[config.mk]
export PLATFORM = sky130hd
export DESIGN_NAME = mcp3201_responder_flat
export DESIGN_NICKNAME = d
export VERILOG_FILES = /design/src/rtl/mcp3201_pkg.sv /design/src/rtl/mcp3201_responder_if.sv /design/src/rtl/mcp3201_responder_sync_edge_det.sv /design/src/rtl/mcp3201_responder.sv /design/src/flat_wrapper.sv
export SDC_FILE = /design/constraint.sdc
export NUM_CORES = 1
export LEC_CHECK = 0
export BUFFER_PORTS_ARGS = -buffer_cell sky130_fd_sc_hd__buf_2
export CELL_PAD_IN_SITES_DETAIL_PLACEMENT = 1
export CELL_PAD_IN_SITES_GLOBAL_PLACEMENT = 2
export CORE_MARGIN = 10
export CORE_UTILIZATION = 40
export DETAILED_ROUTE_END_ITERATION = 7
export GPL_TIMING_DRIVEN = 0
export PLACE_DENSITY = 0.95
export REMOVE_ABC_BUFFERS = 1
export SYNTH_ARGS = -nofsm -noshare
export SYNTH_HDL_FRONTEND = slang
export SYNTH_HIERARCHICAL = 1
export SYNTH_SLANG_ARGS = --single-unit
[constraint.sdc]
create_clock -name clock -period 4.9 [get_ports clock]
set_input_delay 0.245 -clock clock [delete_from_list [all_inputs] [get_ports clock]]
set_output_delay 0.245 -clock clock [all_outputs]
set_load 0.1 [all_outputs]
[src/rtl/mcp3201_pkg.sv]
// Shared constants, state encoding and helpers for the MCP3201 responder.
// The falling-edge counter thresholds set the frame layout that the master sees.
package mcp3201_pkg;

  localparam int DATA_W = 12;
  localparam int FCNT_W = 5;

  localparam logic [FCNT_W-1:0] FE_NULL     = 5'd2;
  localparam logic [FCNT_W-1:0] FE_MSB_LAST = 5'd14;
  localparam logic [FCNT_W-1:0] FE_LSB_LAST = 5'd25;
  localparam logic [FCNT_W-1:0] FE_SAT      = 5'd26;

  typedef enum logic [2:0] {
    IDLE,
    SAMPLE,
    NULL,
    MSB,
    LSB,
    TAIL
  } resp_state_t;

  // The count saturates so that long tails of SCLK cannot wrap into a new frame.
  function automatic logic [FCNT_W-1:0] fcnt_inc(input logic [FCNT_W-1:0] cnt);
    return (cnt >= FE_SAT) ? FE_SAT : cnt + 5'd1;
  endfunction

endpackage

[src/rtl/mcp3201_responder_if.sv]
// SPI link between the acquisition master and the emulated MCP3201, plus the
// responder's frame status pulses.
interface mcp3201_responder_if #(
  parameter int DATA_W = 12
);
  logic              sclk_i;
  logic              cs_n_i;
  logic [DATA_W-1:0] sample_i;
  logic              dout_o;
  logic              dout_oe_o;
  logic              conv_start_o;
  logic              frame_done_o;
  logic              frame_abort_o;

  modport master (
    output sclk_i,
    output cs_n_i,
    output sample_i,
    input  dout_o,
    input  dout_oe_o,
    input  conv_start_o,
    input  frame_done_o,
    input  frame_abort_o
  );

  modport slave (
    input  sclk_i,
    input  cs_n_i,
    input  sample_i,
    output dout_o,
    output dout_oe_o,
    output conv_start_o,
    output frame_done_o,
    output frame_abort_o
  );
endinterface

[src/rtl/mcp3201_responder_sync_edge_det.sv]
// Multi-stage synchronizer for one asynchronous pin followed by a registered
// edge detector; rise/fall are single-cycle pulses in the clock domain.
module sync_edge_det #(
  parameter int   SYNC_STAGES = 2,
  parameter logic RST_VAL     = 1'b0
) (
  input  logic clock,
  input  logic reset_n,
  input  logic async_i,
  output logic rise_o,
  output logic fall_o
);

  logic [SYNC_STAGES-1:0] sync_q;
  logic                   prev_q;

  // Reset to the pin's idle level so no phantom edge appears after reset release.
  always_ff @(posedge clock or negedge reset_n) begin
    if (!reset_n) begin
      sync_q <= {SYNC_STAGES{RST_VAL}};
      prev_q <= RST_VAL;
    end else begin
      sync_q <= {sync_q[SYNC_STAGES-2:0], async_i};
      prev_q <= sync_q[SYNC_STAGES-1];
    end
  end

  assign rise_o = sync_q[SYNC_STAGES-1] & ~prev_q;
  assign fall_o = ~sync_q[SYNC_STAGES-1] & prev_q;

endmodule

[src/rtl/mcp3201_responder.sv]
// Emulates an MCP3201 on the slave side of the SPI link: latches a sample at
// CS_n fall and serialises null bit, MSB-first word, then LSB-first mirror.
module mcp3201_responder
  import mcp3201_pkg::*;
#(
  parameter int SYNC_STAGES = 2,
  parameter int DATA_W      = mcp3201_pkg::DATA_W
) (
  input  logic                 clock,
  input  logic                 reset_n,
  mcp3201_responder_if.slave   bus
);

  logic sclk_rise_unused;
  logic sclk_fall;
  logic cs_rise;
  logic cs_fall;

  sync_edge_det #(
    .SYNC_STAGES (SYNC_STAGES),
    .RST_VAL     (1'b0)
  ) u_sclk_sync (
    .clock   (clock),
    .reset_n (reset_n),
    .async_i (bus.sclk_i),
    .rise_o  (sclk_rise_unused),
    .fall_o  (sclk_fall)
  );

  sync_edge_det #(
    .SYNC_STAGES (SYNC_STAGES),
    .RST_VAL     (1'b1)
  ) u_cs_sync (
    .clock   (clock),
    .reset_n (reset_n),
    .async_i (bus.cs_n_i),
    .rise_o  (cs_rise),
    .fall_o  (cs_fall)
  );

  resp_state_t       state_q;
  logic [FCNT_W-1:0] fcnt_q;
  logic [FCNT_W-1:0] fcnt_d;
  logic [DATA_W-1:0] shreg_q;
  logic              dout_q;
  logic              dout_oe_q;
  logic              conv_start_q;
  logic              frame_done_q;
  logic              frame_abort_q;
  logic [3:0]        msb_idx;
  logic [3:0]        lsb_idx;

  assign fcnt_d  = fcnt_inc(fcnt_q);
  assign msb_idx = 4'(FE_MSB_LAST - fcnt_d);
  assign lsb_idx = 4'(fcnt_d - FE_MSB_LAST);

  // Priority: CS_n rise, then CS_n fall, then SCLK fall (only inside a frame).
  always_ff @(posedge clock or negedge reset_n) begin
    if (!reset_n) begin
      state_q       <= IDLE;
      fcnt_q        <= '0;
      shreg_q       <= '0;
      dout_q        <= 1'b0;
      dout_oe_q     <= 1'b0;
      conv_start_q  <= 1'b0;
      frame_done_q  <= 1'b0;
      frame_abort_q <= 1'b0;
    end else begin
      conv_start_q  <= 1'b0;
      frame_done_q  <= 1'b0;
      frame_abort_q <= 1'b0;
      if (cs_rise) begin
        if (state_q != IDLE) begin
          if (fcnt_q >= FE_MSB_LAST) frame_done_q  <= 1'b1;
          else                       frame_abort_q <= 1'b1;
        end
        state_q   <= IDLE;
        fcnt_q    <= '0;
        dout_q    <= 1'b0;
        dout_oe_q <= 1'b0;
      end else if (cs_fall) begin
        state_q      <= SAMPLE;
        shreg_q      <= bus.sample_i;
        conv_start_q <= 1'b1;
        fcnt_q       <= '0;
        dout_q       <= 1'b0;
        dout_oe_q    <= 1'b0;
      end else if (sclk_fall && state_q != IDLE) begin
        fcnt_q <= fcnt_d;
        if (fcnt_d == FE_NULL) begin
          state_q   <= NULL;
          dout_oe_q <= 1'b1;
          dout_q    <= 1'b0;
        end else if (fcnt_d > FE_NULL && fcnt_d <= FE_MSB_LAST) begin
          state_q   <= MSB;
          dout_oe_q <= 1'b1;
          dout_q    <= shreg_q[msb_idx];
        end else if (fcnt_d > FE_MSB_LAST && fcnt_d <= FE_LSB_LAST) begin
          state_q   <= LSB;
          dout_oe_q <= 1'b1;
          dout_q    <= shreg_q[lsb_idx];
        end else if (fcnt_d > FE_LSB_LAST) begin
          state_q   <= TAIL;
          dout_oe_q <= 1'b1;
          dout_q    <= 1'b0;
        end
      end
    end
  end

  assign bus.dout_o        = dout_q;
  assign bus.dout_oe_o     = dout_oe_q;
  assign bus.conv_start_o  = conv_start_q;
  assign bus.frame_done_o  = frame_done_q;
  assign bus.frame_abort_o = frame_abort_q;

endmodule

[src/flat_wrapper.sv]
// flat-port wrapper written by rule: the top's interface ports become plain ports
module mcp3201_responder_flat import mcp3201_pkg::*;
#(
  parameter int SYNC_STAGES = 2,
  parameter int DATA_W      = mcp3201_pkg::DATA_W
)
  (clock, reset_n, bus_sclk_i, bus_cs_n_i, bus_sample_i, bus_dout_o, bus_dout_oe_o, bus_conv_start_o, bus_frame_done_o, bus_frame_abort_o);
  mcp3201_responder_if #(.DATA_W(DATA_W)) bus_i ();
  input  logic clock;
  input  logic reset_n;
  input wire logic [$bits(bus_i.sclk_i)-1:0] bus_sclk_i;
  input wire logic [$bits(bus_i.cs_n_i)-1:0] bus_cs_n_i;
  input wire logic [$bits(bus_i.sample_i)-1:0] bus_sample_i;
  output wire logic [$bits(bus_i.dout_o)-1:0] bus_dout_o;
  output wire logic [$bits(bus_i.dout_oe_o)-1:0] bus_dout_oe_o;
  output wire logic [$bits(bus_i.conv_start_o)-1:0] bus_conv_start_o;
  output wire logic [$bits(bus_i.frame_done_o)-1:0] bus_frame_done_o;
  output wire logic [$bits(bus_i.frame_abort_o)-1:0] bus_frame_abort_o;
  assign bus_i.sclk_i = bus_sclk_i;
  assign bus_i.cs_n_i = bus_cs_n_i;
  assign bus_i.sample_i = bus_sample_i;
  assign bus_dout_o = bus_i.dout_o;
  assign bus_dout_oe_o = bus_i.dout_oe_o;
  assign bus_conv_start_o = bus_i.conv_start_o;
  assign bus_frame_done_o = bus_i.frame_done_o;
  assign bus_frame_abort_o = bus_i.frame_abort_o;
  mcp3201_responder #(.SYNC_STAGES(SYNC_STAGES), .DATA_W(DATA_W)) u_core (.clock(clock), .reset_n(reset_n), .bus(bus_i));
endmodule
==> flow_summary.ini, run 1 <==
[flow_run]
cap_violations = 0

[finish]
antenna-diode-count = 0
finalNonFillerCells = 240
synthToLayoutAreaGrowth_pct = 12.7
nFillCells = 455
drive_gt1_share_pct = 29.8
layout.nets = 211

[worst_setup_path]
crit_chain = inv_1 -> ha_1 -> o311ai_1 -> nand2_1 -> ha_1 -> inv_1 -> o21ai_0 -> a21oi_1 -> a31oi_1 -> nor2_1 -> mux2_2
cp-startpoint = u_core/fcnt_q[0]
r2r_end = u_core/state_q[0]
worstPathArrival_ns = 3.92
cp-start-kind = flop
cp_max_fo = 14
cp_slowest_cell = dfrtp_1
r2r_setup_slack_ns = 1.14
crit_type = flop to flop
r2r_cells = 11
crit_required_ns = 5.06
slowest_delay_ns = 0.78
timing.rr.start = u_core/fcnt_q[0]
critPathCaptureType = flop

[floorplan]
boundaryPins = 21
num_rows = 24
die_x_um = 86.9
fp.coreArea_um2 = 4350
die_area_um2 = 7550
initial_utilization_pct = 41.1
die-height_um = 86.9

[cts]
cts_setup_buffers = 0
cts.reportedPaths.clkPinSlew_ns = 0.06
root_buffer = clkbuf_8
cts_sinks = 31
cts_max_level = 2
cts_buffer_depth = 2
clock_latency_ns = 0.27
numCtsBuffers = 5
cts_tree = yes
cts_resized = 0
cts_hold_buf = 0

[sta]
drv_slew = 0
fmax_ghz = 0.266
period_minus_slack_ns = 3.76
fin_crit_sh_pct = 76.7
hold_viol = 12
skew_ns = 0.00501
hold_ws_ns = -0.00764
maxSlewHeadroom_pct = 23.4
setup_tns_ns = 0
worst-slew-pin-transition_ns = 1.14
rsz0062_at_grt = no
setup_viol = 0

[logic_synthesis]
yosysWarnings = 6
syn_area_um2 = 1790
syn_inst = 167
syn_avg_cell_area_um2 = 10.7

[min_path]
hold_class = primary input to async pin

[grt]
grt_start_max_net_pins = 32
grt_first_pass_wirelength_um = 7380
antenna_found_initial = 0
grt_pass1_vias = 1541
grt_use_total_pct = 12.1
grt-ovfl-total = 0

[route]
drc = 0
ant_nets = 0
drt-total-wl_um = 4340
drtIter0Drc = 83
wl_per_cell_um = 18.1
vias = 1368
drt_first_pass_iters = 4
via_per_inst = 5.70

[place]
placed_cells = 232
place.gp.congestion = 0.824
port_buffers = 20
dp_hpwl_um = 3240

[pwr]
power.density_nw_per_um2 = 386
ir_drop_mv = 0.247
p_leak_nw = 0.906

[status]
status = complete, but fails checks
violations = negative hold slack
## worst max-delay path, delay by kind of cell, from the launching register on
family / cells / cell delay [ns]
AO/OA/AOI/OAI: 4 / 1.21
adder cells (fa/ha/maj): 2 / 0.58
buffers and inverters: 2 / 0.26
flip-flops: 1 / 0.78
multiplexers: 1 / 0.36
AND/OR/NAND/NOR: 2 / 0.44
## worst max-delay path by stage
stage | end
floorplan | u_core/state_q[0]
global placement | u_core/state_q[0]
detailed placement | u_core/state_q[0]
CTS | u_core/state_q[0]
global route | u_core/state_q[0]
finish | u_core/state_q[0]
## layer usage
layer / wire length, um / track usage (%)
met5: 0 / 0
met4: 90 / 4.71
met3: 90 / 2.15
met2: 2300 / 21.8
met1: 1860 / 13.7
## flip-flops by register name, indices dropped and copies added (netlist names)
register	flops
u_core/bus.dout_o	1
u_core/state_q	3
u_core/bus.dout_oe_o	1
u_core/bus.frame_abort_o	1
u_core/u_sclk_sync/sync_q	2
u_core/bus.conv_start_o	1
u_core/bus.frame_done_o	1
u_core/fcnt_q	5
u_core/u_cs_sync/prev_q	1
u_core/u_cs_sync/sync_q	2
u_core/shreg_q	12
u_core/u_sclk_sync/prev_q	1
## cell usage in the layout (no fill, tap or decap), types with 2 or more instances in the layout
master	count
a211oi_1	2
a21oi_1	7
a221oi_1	3
a31o_2	2
a31oi_1	2
and2b_2	2
and3_1	2
buf_2	20
clkbuf_8	6
dfrtp_1	28
dfstp_2	3
ha_1	8
inv_1	8
mux2_2	12
mux2i_1	3
mux4_1	2
nand2_1	12
nand2b_1	3
nand3_1	5
nor2_1	15
nor2b_1	2
nor3_1	4
o21ai_0	7
o21ai_1	2
or3_1	3
xnor2_1	2
xor2_1	2
## final cells by class
| cell class | count | area (um^2) | share of cell area, % |
|---|---|---|---|
| Sequential cell | 31 | 779 | 38.6 |
| Multi-Input combinational cell | 120 | 922 | 45.7 |
| Clock inverter | 2 | 35.0 | 1.74 |
| Clock buffer | 6 | 82.6 | 4.09 |
| Tap cell | 52 | 65.1 | 3.22 |
| Inverter | 9 | 33.8 | 1.67 |
| Timing Repair Buffer | 20 | 100 | 4.96 |
## power breakdown
part / total (mW) / internal [mW] / leakage, nW / switching [mW]
clock: 0.253 / 0.164 / 0.0612 / 0.0892
combinational: 0.208 / 0.0871 / 0.462 / 0.121
sequential: 0.316 / 0.285 / 0.383 / 0.0312
## stage by stage
step	cell area, um^2	worst slack, ns	utilization, %	power (mW)
after floorplan	1740	1.99	-	0.465
after global placement	1900	1.50	43.6	0.511
after CTS	2020	1.25	46.4	0.784
after detailed placement	1900	1.36	43.6	0.525
final	2020	1.14	46.4	0.778
after global routing	2020	0.901	46.4	0.825
No activity file was read; power rests on OpenSTA's default activity.
==> run 2: changes to the inputs <==
--- a/config.mk
+++ b/config.mk
@@ -5,14 +5,15 @@
 export SDC_FILE = /design/constraint.sdc
 export NUM_CORES = 1
 export LEC_CHECK = 0
+export ABC_AREA = 1
 export BUFFER_PORTS_ARGS = -buffer_cell sky130_fd_sc_hd__buf_2
 export CELL_PAD_IN_SITES_DETAIL_PLACEMENT = 1
 export CELL_PAD_IN_SITES_GLOBAL_PLACEMENT = 2
 export CORE_MARGIN = 10
-export CORE_UTILIZATION = 40
+export CORE_UTILIZATION = 30
 export DETAILED_ROUTE_END_ITERATION = 7
 export GPL_TIMING_DRIVEN = 0
-export PLACE_DENSITY = 0.95
+export PLACE_DENSITY = 0.87
 export REMOVE_ABC_BUFFERS = 1
 export SYNTH_ARGS = -nofsm -noshare
 export SYNTH_HDL_FRONTEND = slang
==> constraint.sdc (replaced) <==
create_clock -name clock -period 3.4 [get_ports clock]
set_input_delay 0.17 -clock clock [delete_from_list [all_inputs] [get_ports clock]]
set_output_delay 0.17 -clock clock [all_outputs]
set_load 0.1 [all_outputs]
==> run 2 against run 1 <==
Compared with the run above: the flow now finishes without violations; non-clock buffer count grew 3; worst hold slack better by 0.083 ns; die area is 22% higher; global-route usage is 2.1 points lower; final area about the same; total power rose by 47%; critical path depth up 6; cell count rose by 35%; maximum frequency increased by 40%.
==> flow_summary.ini, run 2 <==
[sta]
maxSlewHeadroom_pct = 55.1
worst-slew-pin-transition_ns = 0.674
hold_viol = 0
setup_viol = 0
fmax_ghz = 0.372
timing.final.ws_setup_ns = 0.713
period_minus_slack_ns = 2.69
fin_crit_sh_pct = 79.0
setup_tns_ns = 0
drv_slew = 0
skew_ns = 0.00629
rsz0062_at_grt = no

[worst_setup_path]
cp_max_fo = 14
crit_family = simple AND/OR/NAND/NOR gates
crit_type = flop to flop
critPathCaptureType = flop
cp-start-kind = flop
slowest_delay_ns = 0.43
crit_buf_inv = 4
crit_chain = inv_1 -> ha_1 -> inv_1 -> nand2_2 -> nand2_4 -> nand2_2 -> inv_1 -> ha_1 -> inv_1 -> nand3_1 -> nand2_1 -> nor2_1 -> nor2_1 -> nand3_1 -> nand2_1 -> nand2_1 -> nand2_1
crit_required_ns = 3.62
worstPathArrival_ns = 2.91
cp_slowest_cell = dfrtp_1

[cts]
cts.reportedPaths.clkPinSlew_ns = 0.07
cts_setup_buffers = 0
cts_buffer_depth = 2
root_buffer = clkbuf_8
numCtsBuffers = 5
cts_resized = 0
cts_sinks = 31
cts_hold_buf = 3
clock_latency_ns = 0.29
cts_max_level = 2
cts_tree = yes

[place]
post-place-ws_ns = 0.711
place.gp.congestion = 0.842
placed_cells = 314
port_buffers = 20
dp_hpwl_um = 3110

[floorplan]
initial_utilization_pct = 31.3
fp.coreArea_um2 = 5540
die-height_um = 96.0
die_x_um = 96.0
die_area_um2 = 9210
num_rows = 27
boundaryPins = 21

[route]
via_per_inst = 4.56
drt-total-wl_um = 4110
drc = 0
drtIter0Drc = 35
drt_first_pass_iters = 6
ant_nets = 0
vias = 1482
wl_per_cell_um = 12.6

[logic_synthesis]
syn_area_um2 = 1730
syn_avg_cell_area_um2 = 7.70
yosysWarnings = 6
syn_inst = 225

[finish]
largest_register = u_core/shreg_q
reg_top3 = u_core/shreg_q: 12 flops, u_core/fcnt_q: 5 flops, u_core/state_q: 3 flops
synthToLayoutAreaGrowth_pct = 16.5
largest_register_ffs = 12
finalNonFillerCells = 325
antenna-diode-count = 0
layout_commonest_cell = nand2_1
nFillCells = 725
drive_gt1_share_pct = 17.8
final_cell_mix = nand2_1, inv_1, nand3_1, dfrtp_1, buf_2
layout.nets = 276

[grt]
grt-ovfl-total = 0
grt_first_pass_wirelength_um = 7250
grt_pass1_vias = 1594
antenna_found_initial = 0
grt_use_total_pct = 9.98
grt_start_max_net_pins = 32

[pwr]
power.density_nw_per_um2 = 569
p_leak_nw = 1.10
ir_drop_mv = 0.186
power.total_mw = 1.15

[flow_run]
cap_violations = 0

[min_path]
hold_class = primary input to flop

[status]
status = completed
-- run 2: changes by cell type in the layout (fill, tap and decap cells not counted), sizes merged, moves of 4 or more --
| cell | delta |
|---|---|
| a21oi | -4 |
| inv | +23 |
| nand2 | +68 |
| mux2 | -12 |
| nand3 | +26 |
-- run 2: layout make-up --
type	instances	area (um^2)	share of cell area, %
clock buffer	6	72.6	3.60
clock inverter	2	12.5	0.620
multi-input combinational	158	808	40.1
timing repair buffer	23	130	6.45
inverter	33	124	6.14
sequential	31	779	38.6
tap	72	90.1	4.47
-- run 2: layer usage --
layer	part of all wire (%)	global-route usage (%)	up-vias
met4	1.4	3.32	0
met1	46	11.6	693
met5	0	0	-
met3	3.4	3.11	6
li1	-	-	765
met2	49	17.1	18
-- run 2: path summary, 6_finish.rpt --
path / startpoint / endpoint / slack (ns) / cells after the start
max: u_core/fcnt_q[0] / u_core/bus.dout_o / 0.71 / 17
min: bus_sample_i[6] / u_core/shreg_q[6] / 0.08 / 3
max reg2reg: u_core/fcnt_q[0] / u_core/bus.dout_o / 0.71 / 17
min reg2reg: u_core/u_sclk_sync/sync_q[0] / u_core/u_sclk_sync/sync_q[1] / 0.35 / 0
max in group asynchronous: reset_n / u_core/bus.dout_o / 2.51 / 2
min in group asynchronous: reset_n / u_core/shreg_q[11] / 0.45 / 2
-- run 2: through the flow --
step                cell area (um^2)  utilization, %  hold WS, ns
finish                          2020            36.4       0.0750
global route                    2020            36.4       0.0812
CTS                             2020            36.4       0.0709
detailed placement              1900            34.3        0.253
global placement                1900            34.3        0.258
floorplan                       1710               -       -0.126
-- run 2: where the power goes --
part / internal [mW] / switching, mW
Combinational: 0.125 / 0.286
Sequential: 0.424 / 0.0298
Clock: 0.143 / 0.139
-- run 2: worst reg2reg max path: stages, from the launching register on --
cell	delay, ns
dfrtp_1	0.43
inv_1	0.37
ha_1	0.23
inv_1	0.06
nand2_2	0.08
nand2_4	0.13
nand2_2	0.22
inv_1	0.09
ha_1	0.34
inv_1	0.13
nand3_1	0.09
nand2_1	0.06
nor2_1	0.04
nor2_1	0.09
nand3_1	0.09
nand2_1	0.08
nand2_1	0.04
nand2_1	0.04
==> run 3: changes to the inputs <==
==> constraint.sdc (replaced) <==
create_clock -name clock -period 2.3 [get_ports clock]
set_input_delay 0.115 -clock clock [delete_from_list [all_inputs] [get_ports clock]]
set_output_delay 0.115 -clock clock [all_outputs]
set_load 0.1 [all_outputs]
==> run 3 against run 2 <==
Compared with the run above: cell count up 1.2%; largest cell class unchanged; clock skew is essentially flat; sequential share of layout area shrank 1.7 points; highest routed layer unchanged; routed wire length rose by 2.2%; critical path type unchanged; global-route usage is 0.080 points higher.
==> flow_summary.ini, run 3 (same netlist as run 2, synthesis figures left out) <==
[grt]
grt_start_max_net_pins = 32
antenna_found_initial = 0
grt_pass1_vias = 1593
use_met1_pct = 11.7
grt-ovfl-total = 0
grt_first_pass_wirelength_um = 7310
use_met3_pct = 3.11
met2_usage_pct = 17.3
grt_use_total_pct = 10.1
grt_busiest_layer = met2

[sta]
hold_viol = 0
hold_ws_ns = 0.0255
setup_viol = 0
period_minus_slack_ns = 2.15
rsz0062_at_grt = yes
drv_slew = 0
fin_crit_sh_pct = 93.6
maxSlewHeadroom_pct = 54.7
skew_ns = 0.00649
worst-slew-pin-transition_ns = 0.679
fmax_ghz = 0.465

[route]
drtIter0Drc = 38
drt-total-wl_um = 4200
ant_nets = 0
wl_per_cell_um = 12.8
drc = 0
vias = 1497
drt_first_pass_iters = 4
via_per_inst = 4.55

[cts]
cts_sinks = 31
cts.reportedPaths.clkPinSlew_ns = 0.07
numCtsBuffers = 5
clock_latency_ns = 0.28
cts_tree = yes
cts_buffer_depth = 2
cts_max_level = 2
root_buffer = clkbuf_8

[min_path]
hold_class = primary input to flop

[floorplan]
die-height_um = 96.0
die_area_um2 = 9210
initial_utilization_pct = 31.3
num_rows = 27
boundaryPins = 21
die_x_um = 96.0
fp.coreArea_um2 = 5540

[worst_setup_path]
cp-start-kind = flop
crit_type = flop to flop
worstPathArrival_ns = 2.32
cp_slowest_cell = dfrtp_2
crit_chain = clkinvlp_4 -> ha_1 -> inv_2 -> nand2_2 -> nand2_8 -> nand2_8 -> ha_1 -> inv_1 -> nor2_1 -> nand3_4 -> nand4_1 -> nand2_2 -> inv_2 -> nand2_1 -> inv_1 -> nand2_1 -> nand2_1
crit_required_ns = 2.47
cpMostUsedCell = nand2_1
slowest_delay_ns = 0.41
cp_max_fo = 10
critPathCaptureType = flop

[pwr]
ir_drop_mv = 0.275
power.density_nw_per_um2 = 826
p_leak_nw = 1.10

[finish]
largest_register_ffs = 12
layout.nets = 280
final_cell_mix = nand2_1, nand3_1, inv_1, dfrtp_1, buf_2
post-route-cell-area_um2 = 2120
finalNonFillerCells = 329
reg_top3 = u_core/shreg_q: 12 flops, u_core/fcnt_q: 5 flops, u_core/state_q: 3 flops
layout_commonest_cell = nand2_1
synthToLayoutAreaGrowth_pct = 22.3
antenna-diode-count = 0
largest_register = u_core/shreg_q
drive_gt1_share_pct = 23.3

[place]
port_buffers = 20
dpl_cell_area_um2 = 1900
place.gp.congestion = 0.842
dp_hpwl_um = 3110
placed_cells = 314

[flow_run]
cap_violations = 0

[status]
status = completed
[run 3: cell count changes in the layout (fill, tap and decap cells not counted), moves of 2 or more]
cell	change
inv_1	-4
dfrtp_2	+2
nand2_8	+3
dfrtp_1	-2
buf_4	+4
ha_1	-2
nand2_2	-2
inv_2	+3
clkinvlp_4	+2
[run 3: cell type report]
| cell class | count | area, um^2 |
|---|---|---|
| fillers | 716 | 3420 |
| multi-input cells | 158 | 870 |
| flip-flops and latches | 31 | 782 |
| repair buffers | 27 | 160 |
| inverters | 33 | 131 |
| well taps | 72 | 90.1 |
| clock buffers | 6 | 72.6 |
| clock inverters | 2 | 12.5 |
[run 3: path summary, 6_finish.rpt]
check / depth (start not counted) / endpoint / startpoint / slack (ns)
worst max-delay path: 17 / u_core/bus.dout_o / u_core/fcnt_q[0] / 0.15
worst min-delay path: 3 / u_core/shreg_q[6] / bus_sample_i[6] / 0.03
worst max register to register: 17 / u_core/bus.dout_o / u_core/fcnt_q[0] / 0.15
worst min register to register: 0 / u_core/u_sclk_sync/sync_q[1] / u_core/u_sclk_sync/sync_q[0] / 0.35
max in group asynchronous: 2 / u_core/fcnt_q[1] / reset_n / 1.41
min in group asynchronous: 2 / u_core/shreg_q[11] / reset_n / 0.40
[run 3: where the power goes]
group,total [mW],switching [mW],internal (mW)
Clock,0.415,0.204,0.211
Combinational,0.663,0.444,0.219
Sequential,0.672,0.0446,0.628
[run 3: what timing repair did]
action / CTS / global route
hold buffers: 3 / 0
resized for setup: 5 / 12
hold endpoints to repair: 30 / 0
setup endpoints to repair: 5 / 6
pin swaps: 0 / 3
buffers inserted: 1 / 3
[run 3: stage by stage]
stage                     TNS (ns)  total power [mW]  util, %  setup WS (ns)
after detailed placement     -1.26              1.29     34.3         -0.389
after global routing       -0.0733              1.91     38.2        -0.0733
after global placement       -1.20              1.28     34.3         -0.378
final                            0              1.75     38.2          0.148
after CTS                        0              1.74     37.0        0.00464
after floorplan                  0              1.14        -          0.123
[run 3: layer usage]
metal | part of all wire [%] | up-vias
li1 | - | 770
met1 | 45 | 700
met2 | 51 | 23
met3 | 3.7 | 4
met4 | 0.62 | 0
met5 | 0 | -
[run 3: critical path, delay by kind of cell (launching register included)]
| kind | cells | cell delay [ns] |
|---|---|---|
| adders and majority gates | 2 | 0.41 |
| buffers and inverters | 5 | 0.31 |
| DFF | 1 | 0.41 |
| and+or+nand+nor | 10 | 0.91 |
